[src/rtl/onehot_data_mux_pkg.sv]
// Shared definitions for one-hot select consumers: default word width and
// multi-hot detection over a select vector of up to MAX_SEL_W bits.
package onehot_data_mux_pkg;

  localparam int unsigned DEFAULT_W_INPUT = 32;
  localparam int unsigned MAX_SEL_W       = 256;

  // Two or more bits set exactly when clearing the lowest set bit leaves a residue.
  function automatic logic is_multi_hot(input logic [MAX_SEL_W-1:0] vec);
    logic [MAX_SEL_W-1:0] low_cleared;
    low_cleared = vec & (vec - MAX_SEL_W'(1));
    return (low_cleared != '0);
  endfunction

endpackage

[src/rtl/onehot_sel_check.sv]
// Select-vector integrity flags: more-than-one-hot and all-zero, both combinational.
module onehot_sel_check
  import onehot_data_mux_pkg::*;
#(
  parameter int unsigned N_INPUTS = 2
) (
  input  logic [N_INPUTS-1:0] sel,
  output logic                sel_multi,
  output logic                sel_none
);

  assign sel_multi = is_multi_hot(MAX_SEL_W'(sel));
  assign sel_none  = (sel == '0);

endmodule

[src/rtl/onehot_data_mux.sv]
// AND-OR read-data mux with one-hot select and sticky multi-hot error flag.
// Define ONEHOT_DATA_MUX_OUT_REG_EN to register out (one cycle latency).
module onehot_data_mux
  import onehot_data_mux_pkg::*;
#(
  parameter int unsigned N_INPUTS = 2,
  parameter int unsigned W_INPUT  = DEFAULT_W_INPUT
) (
  input  logic                          clk,
  input  logic                          rst_n,
  input  logic [N_INPUTS*W_INPUT-1:0]   in,
  input  logic [N_INPUTS-1:0]           sel,
  output logic [W_INPUT-1:0]            out,
  output logic                          sel_multi,
  output logic                          sel_none,
  input  logic                          err_clr,
  output logic                          err_sticky
);

  if (N_INPUTS == 0 || N_INPUTS > MAX_SEL_W || W_INPUT == 0) begin : g_bad_param
    $error("onehot_data_mux: unsupported N_INPUTS/W_INPUT");
  end

  logic [W_INPUT-1:0] masked [N_INPUTS];
  logic [W_INPUT-1:0] mux_c;

  // Each word is gated by its own select bit; no priority between words.
  for (genvar i = 0; i < N_INPUTS; i++) begin : g_word
    assign masked[i] = in[i*W_INPUT +: W_INPUT] & {W_INPUT{sel[i]}};
  end

  always_comb begin
    mux_c = '0;
    for (int unsigned i = 0; i < N_INPUTS; i++) begin
      mux_c = mux_c | masked[i];
    end
  end

  onehot_sel_check #(
    .N_INPUTS (N_INPUTS)
  ) u_sel_check (
    .sel       (sel),
    .sel_multi (sel_multi),
    .sel_none  (sel_none)
  );

`ifdef ONEHOT_DATA_MUX_OUT_REG_EN
  always_ff @(posedge clk or negedge rst_n) begin
    if (!rst_n) begin
      out <= '0;
    end else begin
      out <= mux_c;
    end
  end
`else
  assign out = mux_c;
`endif

  // A new multi-hot select takes priority over a same-cycle clear.
  always_ff @(posedge clk or negedge rst_n) begin
    if (!rst_n) begin
      err_sticky <= 1'b0;
    end else if (sel_multi) begin
      err_sticky <= 1'b1;
    end else if (err_clr) begin
      err_sticky <= 1'b0;
    end
  end

endmodule

[config.mk]
export PLATFORM = sky130hd
export DESIGN_NAME = onehot_data_mux
export DESIGN_NICKNAME = d
export VERILOG_FILES = /design/src/rtl/onehot_data_mux_pkg.sv /design/src/rtl/onehot_sel_check.sv /design/src/rtl/onehot_data_mux.sv
export SDC_FILE = /design/constraint.sdc
export NUM_CORES = 1
export LEC_CHECK = 0
export BUFFER_PORTS_ARGS = -buffer_cell sky130_fd_sc_hd__buf_2
export CAP_MARGIN = 20
export CORE_UTILIZATION = 18
export DETAILED_ROUTE_END_ITERATION = 7
export HOLD_SLACK_MARGIN = 0.05
export PLACE_DENSITY_LB_ADDON = 0.15
export SKIP_LAST_GASP = 1
export SLEW_MARGIN = 5
export SYNTH_ARGS = -nofsm -noshare
export SYNTH_HDL_FRONTEND = slang
export SYNTH_HIERARCHICAL = 1
export SYNTH_SLANG_ARGS = --single-unit
[constraint.sdc]
create_clock -name clk -period 0.8 [get_ports clk]
set_clock_uncertainty 0.1 [all_clocks]
set_input_delay 0.16 -clock clk [delete_from_list [all_inputs] [get_ports clk]]
set_output_delay 0.16 -clock clk [all_outputs]
set_load 0.01 [all_outputs]
==> results.json, run 1 <==
{
  "clk_pin_slew_ns": 0,
  "wl_per_cell_um": 14.24,
  "yosys_most_used_dff": "dfrtp_1",
  "cap_violations": 0,
  "drive_above_1_share_pct": 77.33,
  "synth_seq_cells": 1,
  "finalNetCount": 221,
  "synth-edff-count": 0,
  "period_share_pct": 111.0,
  "synth_area_leaders": "a22o_1 (66%), buf_6 (17%), dfrtp_1 (6.3%)",
  "hold_viol_final": 0,
  "largestRegisters": "err_sticky x1",
  "vias": 872,
  "switching_power_w": 0.0002667,
  "synth_area_per_cell_sq_um": 9.224,
  "synth_area_sq_um": 396.6,
  "finalSetupTns_ns": -2.289,
  "io_pins": 104,
  "grt_max_degree": 10,
  "peakVddDrop_v": 0.0004026,
  "die_w_um": 48.94,
  "min_period_ns": 0.8879,
  "critPathMaxFanout": 8,
  "crit_start": "sel[0]",
  "setup_viol": 34,
  "largest_reg_flops": 1,
  "r2r_cells": 1,
  "pwr-share-seq_pct": 7.2,
  "powerDensity_nw_per_um2": 646.0,
  "min_path_type": "in -> reg",
  "switching_share_pct": 33.17,
  "clock_latency_ns": 0,
  "antenna_found_initial": 0,
  "r2r-end": "err_sticky",
  "post_cts_buffers": 0,
  "yosys-top-cells-count": "a22o_1 (30), buf_6 (6), a22o_2 (2)",
  "gp_congestion": 0.6844,
  "combPwrFrac_pct": 92.8,
  "outcome": "complete, but fails checks",
  "syn-instance-count": 43,
  "ys_seq_area_share_pct": 6.309,
  "viasPerCell": 4.927,
  "worst_hold_slack_ns": 0.3327,
  "worst_pin_slew_ns": 0.06635,
  "yosysUniqueCellTypes": 8,
  "p_clk_share_pct": 0,
  "worst_ep_required_time_ns": 0.54,
  "slew_viol_final": 0,
  "endpoint": "out[19]",
  "overflow": 0,
  "grt_pass1_wl_mm": 3.767,
  "n_antenna_cell": 0,
  "drt_wl_total_mm": 2.520,
  "fmax_ghz": 1.126,
  "synth_top_area_share_pct": 66.25,
  "dp_slack_ns": -0.4545,
  "start_kind": "primary input",
  "synth_most_common_cell": "a22o_1",
  "rows": 16,
  "grt_pass1_vias": 815,
  "regMostFlops": "err_sticky",
  "drt-initial-drc-count": 8,
  "groute.usage.overall_pct": 19.71,
  "syn_nets": 112,
  "arrival_ns": 0.63,
  "start_util_pct": 19.62,
  "critPathKind": "in -> out",
  "port_buffers": 103,
  "grt_setup_unrepaired": "yes",
  "slew_headroom_pct": 95.58,
  "fp.coreArea_sq_um": 2022,
  "drt_first_pass_iters": 4,
  "antenna_left": 0,
  "r2r-start": "err_sticky",
  "async_flop_share_pct": 100.0,
  "synthToLayoutAreaGrowth_pct": 213.9,
  "cp-end-kind": "output port",
  "yosys.area.top_type": "a22o_1",
  "yosysWarnings": 6,
  "internal-power_w": 0.0005374,
  "r2r_setup_slack_ns": 0.06,
  "die_h_um": 48.94,
  "floorplan.die_area_sq_um": 2395,
  "p_leak_nw": 0.7321,
  "drc_errors": 0,
  "setup_ws_ns": -0.08786,
  "violations": "negative setup slack"
}
per-stage QoR:
step / area (sq um) / instances / power (W) / util (%)
floorplan: 396.6 / 43 / 0.0003274 / -
global placement: 878.3 / 167 / 0.0005915 / 43.44
detailed placement: 878.3 / 167 / 0.0005965 / 43.44
CTS: 1169 / 175 / 0.0007709 / 57.80
global route: 1245 / 177 / 0.0008568 / 61.57
finish: 1245 / 177 / 0.0008042 / 61.57
how the worst min path moves through the flow:
stage,from,endpoint,slack (ns),cells past startpoint
finish,err_clr,err_sticky,0.33,3
global route,err_clr,err_sticky,0.35,3
CTS,err_clr,err_sticky,0.33,3
detailed placement,rst_n,err_sticky,-0.16,1
global placement,rst_n,err_sticky,-0.16,1
floorplan,rst_n,err_sticky,-0.24,0
power groups by stage:
stage / Combinational [W] / Clock [W] / Sequential, W
5_1_grt: 0.000799 / 0 / 0.0000582
6_report: 0.000746 / 0 / 0.0000580
2_1_floorplan: 0.000267 / 0 / 0.0000604
4_1_cts: 0.000713 / 0 / 0.0000581
3_3_place_gp: 0.000534 / 0 / 0.0000579
3_5_place_dp: 0.000538 / 0 / 0.0000581
kinds of logic (layout without fill, tap and decap cells):
logic type / after synthesis / in the layout / synth area share [%]
AND/OR/NAND/NOR: 2 / 2 / 2.524
flip-flops: 1 / 1 / 6.308
buffers and inverters: 7 / 114 / 17.98
AO/OA/AOI/OAI: 33 / 33 / 73.19
final cells by class:
type,instances,area (sq um)
multi-input combinational,35,325.3
tap,27,33.78
timing repair buffer,113,857.1
fill,176,777.0
inverter,1,3.754
sequential,1,25.02
cell usage in the layout (no fill, tap or decap):
cell           Yosys  layout
dfrtp_1            1       1
buf_2              0      94
clkbuf_16          0       2
buf_6              6       7
buf_16             0       9
and2_4             0       1
a21o_1             1       1
dlygate4sd3_1      0       1
nor2_4             0       1
a22o_4             0       2
a22o_1            30      30
inv_1              1       1
per-layer routing:
layer / global-route usage [%] / vias to the layer above / share of wire, %
met5: 0 / - / 0
li1: - / 410 / -
met4: 4.902 / 0 / 0.83
met3: 3.115 / 2 / 7.9
met2: 39.12 / 56 / 52
met1: 21.19 / 404 / 39
worst max-delay path, cell delays in order:
cell	delay (ns)
buf_16	0.12
a22o_1	0.22
buf_2	0.13
timing repair:
| action | CTS | global route |
|---|---|---|
| gates cloned | 7 | 2 |
| pin swaps | 12 | 8 |
| hold buffers | 1 | 0 |
| resized for setup | 24 | 5 |
| endpoints found under the hold margin | 1 | 0 |
| setup endpoints to repair | 35 | 35 |
Power figures use the tool's default switching activity.
==> run 2, diff against run 1 <==
--- a/config.mk
+++ b/config.mk
@@ -7,7 +7,7 @@
 export LEC_CHECK = 0
 export BUFFER_PORTS_ARGS = -buffer_cell sky130_fd_sc_hd__buf_2
 export CAP_MARGIN = 20
-export CORE_UTILIZATION = 18
+export CORE_UTILIZATION = 22
 export DETAILED_ROUTE_END_ITERATION = 7
 export HOLD_SLACK_MARGIN = 0.05
 export PLACE_DENSITY_LB_ADDON = 0.15
==> constraint.sdc (replaced) <==
create_clock -name clk -period 1.11 [get_ports clk]
set_clock_uncertainty 0.1 [all_clocks]
set_input_delay 0.222 -clock clk [delete_from_list [all_inputs] [get_ports clk]]
set_output_delay 0.222 -clock clk [all_outputs]
set_load 0.01 [all_outputs]
==> run 2 against run 1 <==
  * The flow still finishes with violations (negative setup slack)
  * First-iteration DRC count shrank 25%
  * Core utilization increased by 2.9 points
  * Setup slack better by 0.056 ns
  * Sequential power down 28%
  * Critical path depth increased by 1
  * Final cell count is 4.5% lower
  * Worst hold slack better by 0.039 ns
==> results.json, run 2 (synthesized netlist as in run 1, its figures left out) <==
{
  "outcome": "complete, but fails checks",
  "violations": "negative setup slack",
  "port_buffers": 103,
  "dp_slack_ns": -0.2230,
  "overflow": 0,
  "finalNetCount": 216,
  "start_util_pct": 24.88,
  "drt_wl_total_mm": 2.301,
  "die_h_um": 44.46,
  "antenna_found_initial": 0,
  "critPathMaxFanout": 6,
  "drt_first_pass_iters": 4,
  "hold_viol_final": 0,
  "slew_viol_final": 0,
  "mostFrequentLayoutCells": "buf_2 (99), a22o_1 (30)",
  "critPathKind": "in -> out",
  "drc_errors": 0,
  "cap_violations": 0,
  "groute.usage.overall_pct": 20.70,
  "regMostFlops": "err_sticky",
  "worst_pin_slew_ns": 0.1973,
  "fp.coreArea_sq_um": 1594,
  "clk_pin_slew_ns": 0,
  "slew_headroom_pct": 86.85,
  "rows": 14,
  "post_cts_buffers": 0,
  "io_pins": 104,
  "clock_latency_ns": 0,
  "floorplan.die_area_sq_um": 1977,
  "largestRegisters": "err_sticky x1",
  "setup_viol": 32,
  "p_leak_nw": 0.6400,
  "hpwl_mm": 1.851,
  "finalSetupTns_ns": -0.5865,
  "grt_setup_unrepaired": "yes",
  "wl_per_cell_um": 13.62,
  "viasPerCell": 4.781,
  "start_kind": "primary input",
  "cp-end-kind": "output port",
  "period_share_pct": 102.8,
  "cp_cell_sequence": "buf_12, buf_12, a22o_4, buf_6",
  "layout_commonest_cell": "buf_2",
  "peakVddDrop_v": 0.0002168,
  "antenna_left": 0,
  "powerDensity_nw_per_um2": 492.5,
  "setup_ws_ns": -0.03154,
  "n_fill_cell": 130,
  "multi_input_area_sq_um": 315.3,
  "max_stage_delay_ns": 0.23,
  "area.sequential_sq_um": 25.02,
  "arrival_ns": 0.82,
  "grt_max_degree": 35,
  "grt_pass1_vias": 718,
  "worst_ep_required_time_ns": 0.79,
  "fmax_ghz": 0.8760,
  "drive_above_1_share_pct": 75.17,
  "synthToLayoutAreaGrowth_pct": 159.0,
  "drt-initial-drc-count": 6,
  "path_common_cell": "buf_12",
  "min_period_ns": 1.142,
  "crit_slowest_cell": "a22o_4",
  "n_antenna_cell": 0,
  "gp_congestion": 0.6829,
  "min_path_type": "reg -> reg",
  "vias": 808,
  "largest_reg_flops": 1,
  "grt_pass1_wl_mm": 3.091,
  "die_w_um": 44.46
}
-- run 2: cell types whose count changed in the layout (fill, tap and decap cells not counted), sizes merged --
cell | previous run | this run
buf | 110 | 107
clkbuf | 2 | 0
-- run 2: path summary, 6_finish.rpt --
| check | from | end | slack, ns | cells past startpoint |
|---|---|---|---|---|
| min reg2reg | err_sticky | err_sticky | 0.37 | 1 |
| min in group asynchronous | rst_n | err_sticky | 0.44 | 2 |
| min | err_sticky | err_sticky | 0.37 | 1 |
| max in group asynchronous | rst_n | err_sticky | 0.39 | 2 |
| max | sel[0] | out[31] | -0.03 | 4 |
| max reg2reg | err_sticky | err_sticky | 0.36 | 1 |
-- run 2: power by group --
group	internal [W]	total, W	switching [W]
registers	0.0000404	0.0000418	0.00000148
logic	0.000272	0.000464	0.000192
clock network	0	0	0
-- run 2: what timing repair did --
item	4_1_cts	5_1_grt
endpoints found under the hold margin	1	0
endpoints found under the setup margin	35	33
hold buffers	1	0
gates resized for setup	12	3
cloned	2	0
-- run 2: metal layers --
metal | part of all wire, % | track usage [%]
met5 | 0 | 0
met4 | 0 | 0
met3 | 11 | 4.898
met2 | 55 | 46.18
met1 | 34 | 19.13
-- run 2: cell type report --
| type | count | share of cell area [%] |
|---|---|---|
| repair buffers | 108 | 63.58 |
| multi-input cells | 35 | 30.69 |
| well taps | 24 | 2.923 |
| flip-flops and latches | 1 | 2.436 |
| inverters | 1 | 0.3654 |
-- run 2: stage by stage --
stage               cells  power [W]  utilization, %  hold slack (ns)  area, sq um
floorplan              43  0.0002360               -          -0.1736        396.6
global placement      166  0.0004470           56.59          -0.1034        902.1
detailed placement    166  0.0004493           56.59          -0.1002        902.1
CTS                   169  0.0004994           63.50           0.3731         1012
global route          169  0.0005393           64.44           0.4066         1027
finish                169  0.0005060           64.44           0.3715         1027
-- run 2: worst max-delay path, delay by kind of cell --
family | cells | cell delay (ns)
AOI/OAI and AO/OA | 1 | 0.23
buffers and inverters | 3 | 0.37
==> run 3, diff against run 2 <==
--- a/config.mk
+++ b/config.mk
@@ -10,10 +10,11 @@
 export CORE_UTILIZATION = 22
 export DETAILED_ROUTE_END_ITERATION = 7
 export HOLD_SLACK_MARGIN = 0.05
-export PLACE_DENSITY_LB_ADDON = 0.15
+export PLACE_DENSITY = 0.84
 export SKIP_LAST_GASP = 1
 export SLEW_MARGIN = 5
 export SYNTH_ARGS = -nofsm -noshare
 export SYNTH_HDL_FRONTEND = slang
 export SYNTH_HIERARCHICAL = 1
 export SYNTH_SLANG_ARGS = --single-unit
+export TNS_END_PERCENT = 10
==> run 3 against run 2 <==
  * The flow still finishes with violations (negative setup slack)
  * Maximum frequency is 1.3% lower
  * Setup slack lost 0.015 ns
  * Combinational power is 6.5% higher
  * Register-to-register slack lost 0.02 ns
  * Worst hold slack gained 0.022 ns
  * Power rose by 5.9%
  * Critical path type unchanged
  * Largest cell class unchanged
==> results.json, run 3 (synthesized netlist as in run 1, its figures left out) <==
{
  "outcome": "complete, but fails checks",
  "violations": "negative setup slack",
  "power.total_w": 0.0005357,
  "synthToLayoutAreaGrowth_pct": 175.4,
  "fmax_ghz": 0.8650,
  "slew_headroom_pct": 94.41,
  "dp.cells": 169,
  "gp_congestion": 0.7098,
  "viasPerCell": 4.809,
  "powerDensity_nw_per_um2": 490.5,
  "clock_latency_ns": 0,
  "wl_per_cell_um": 13.07,
  "worst_ep_required_time_ns": 0.79,
  "groute.usage.overall_pct": 19.03,
  "floorplan.die_area_sq_um": 1977,
  "layout_commonest_cell": "buf_2",
  "area.sequential_sq_um": 25.02,
  "mostFrequentLayoutCells": "buf_2 (100), a22o_1 (30), buf_12 (5)",
  "largestRegisters": "err_sticky x1",
  "n_fill_cell": 146,
  "die_h_um": 44.46,
  "vias": 832,
  "cp-end-kind": "output port",
  "drt-initial-drc-count": 6,
  "largest_reg_flops": 1,
  "min_path_type": "reg -> reg",
  "worst_pin_slew_ns": 0.08383,
  "period_share_pct": 104.1,
  "setup_viol": 33,
  "grt_pass1_vias": 704,
  "fp.coreArea_sq_um": 1594,
  "rows": 14,
  "grt_setup_unrepaired": "yes",
  "hpwl_mm": 1.685,
  "overflow": 0,
  "multi_input_area_sq_um": 310.3,
  "n_antenna_cell": 0,
  "setup_ws_ns": -0.04604,
  "io_pins": 104,
  "min_period_ns": 1.156,
  "peakVddDrop_v": 0.0004040,
  "hold_viol_final": 0,
  "post_cts_buffers": 0,
  "die_w_um": 44.46,
  "grt_pass1_wl_mm": 2.946,
  "drt_wl_total_mm": 2.261,
  "regMostFlops": "err_sticky",
  "clk_pin_slew_ns": 0,
  "dp_slack_ns": -0.08623,
  "stdcell_count": 173,
  "slew_viol_final": 0,
  "critPathMaxFanout": 19,
  "antenna_left": 0,
  "critPathKind": "in -> out",
  "drive_above_1_share_pct": 76.51,
  "p_leak_nw": 0.6741,
  "drt_first_pass_iters": 4,
  "drc_errors": 0,
  "start_util_pct": 24.88,
  "start_kind": "primary input",
  "antenna_found_initial": 0,
  "grt_max_degree": 20,
  "finalSetupTns_ns": -0.7840,
  "cap_violations": 0,
  "finalNetCount": 220,
  "arrival_ns": 0.83,
  "port_buffers": 103
}
-- run 3: worst paths after layout --
kind,start,to,slack [ns],cells after the start
max,sel[1],out[5],-0.05,4
min,err_sticky,err_sticky,0.39,1
max reg2reg,err_sticky,err_sticky,0.34,1
min reg2reg,err_sticky,err_sticky,0.39,1
max in group asynchronous,rst_n,err_sticky,0.38,2
min in group asynchronous,rst_n,err_sticky,0.45,2
-- run 3: critical path: stages --
cell    delay [ns]
buf_6         0.12
buf_12        0.14
a22o_1        0.20
buf_2         0.14
-- run 3: stage by stage --
stage / util (%) / hold WS [ns] / area (sq um)
after floorplan: - / -0.1736 / 396.6
after global placement: 60.36 / -0.1029 / 962.2
after detailed placement: 60.36 / -0.09888 / 962.2
after CTS: 67.74 / 0.3668 / 1080
after global routing: 68.52 / 0.4272 / 1092
final: 68.52 / 0.3933 / 1092
-- run 3: cell type report --
class	instances	area share, %
Tap cell	24	2.749
Timing Repair Buffer	112	66.21
Sequential cell	1	2.291
Inverter	1	0.3436
Multi-Input combinational cell	35	28.41
-- run 3: per-layer routing --
metal | up-vias | track usage (%) | routed length (um)
met5 | - | 0 | 0
met4 | 0 | 0 | 23
met3 | 2 | 0.8163 | 229
met2 | 64 | 39.71 | 1167
met1 | 363 | 22.03 | 842
li1 | 403 | - | -
-- run 3: power breakdown --
group | switching (W) | internal [W]
logic | 0.000199 | 0.000295
registers | 0.00000185 | 0.0000404
clock network | 0 | 0
-- run 3: timing repair --
action | 4_1_cts | 5_1_grt
gates cloned | 3 | 0
resized for setup | 10 | 2
setup endpoints to repair | 34 | 33
hold endpoints to repair | 1 | 0
hold buffers | 1 | 0
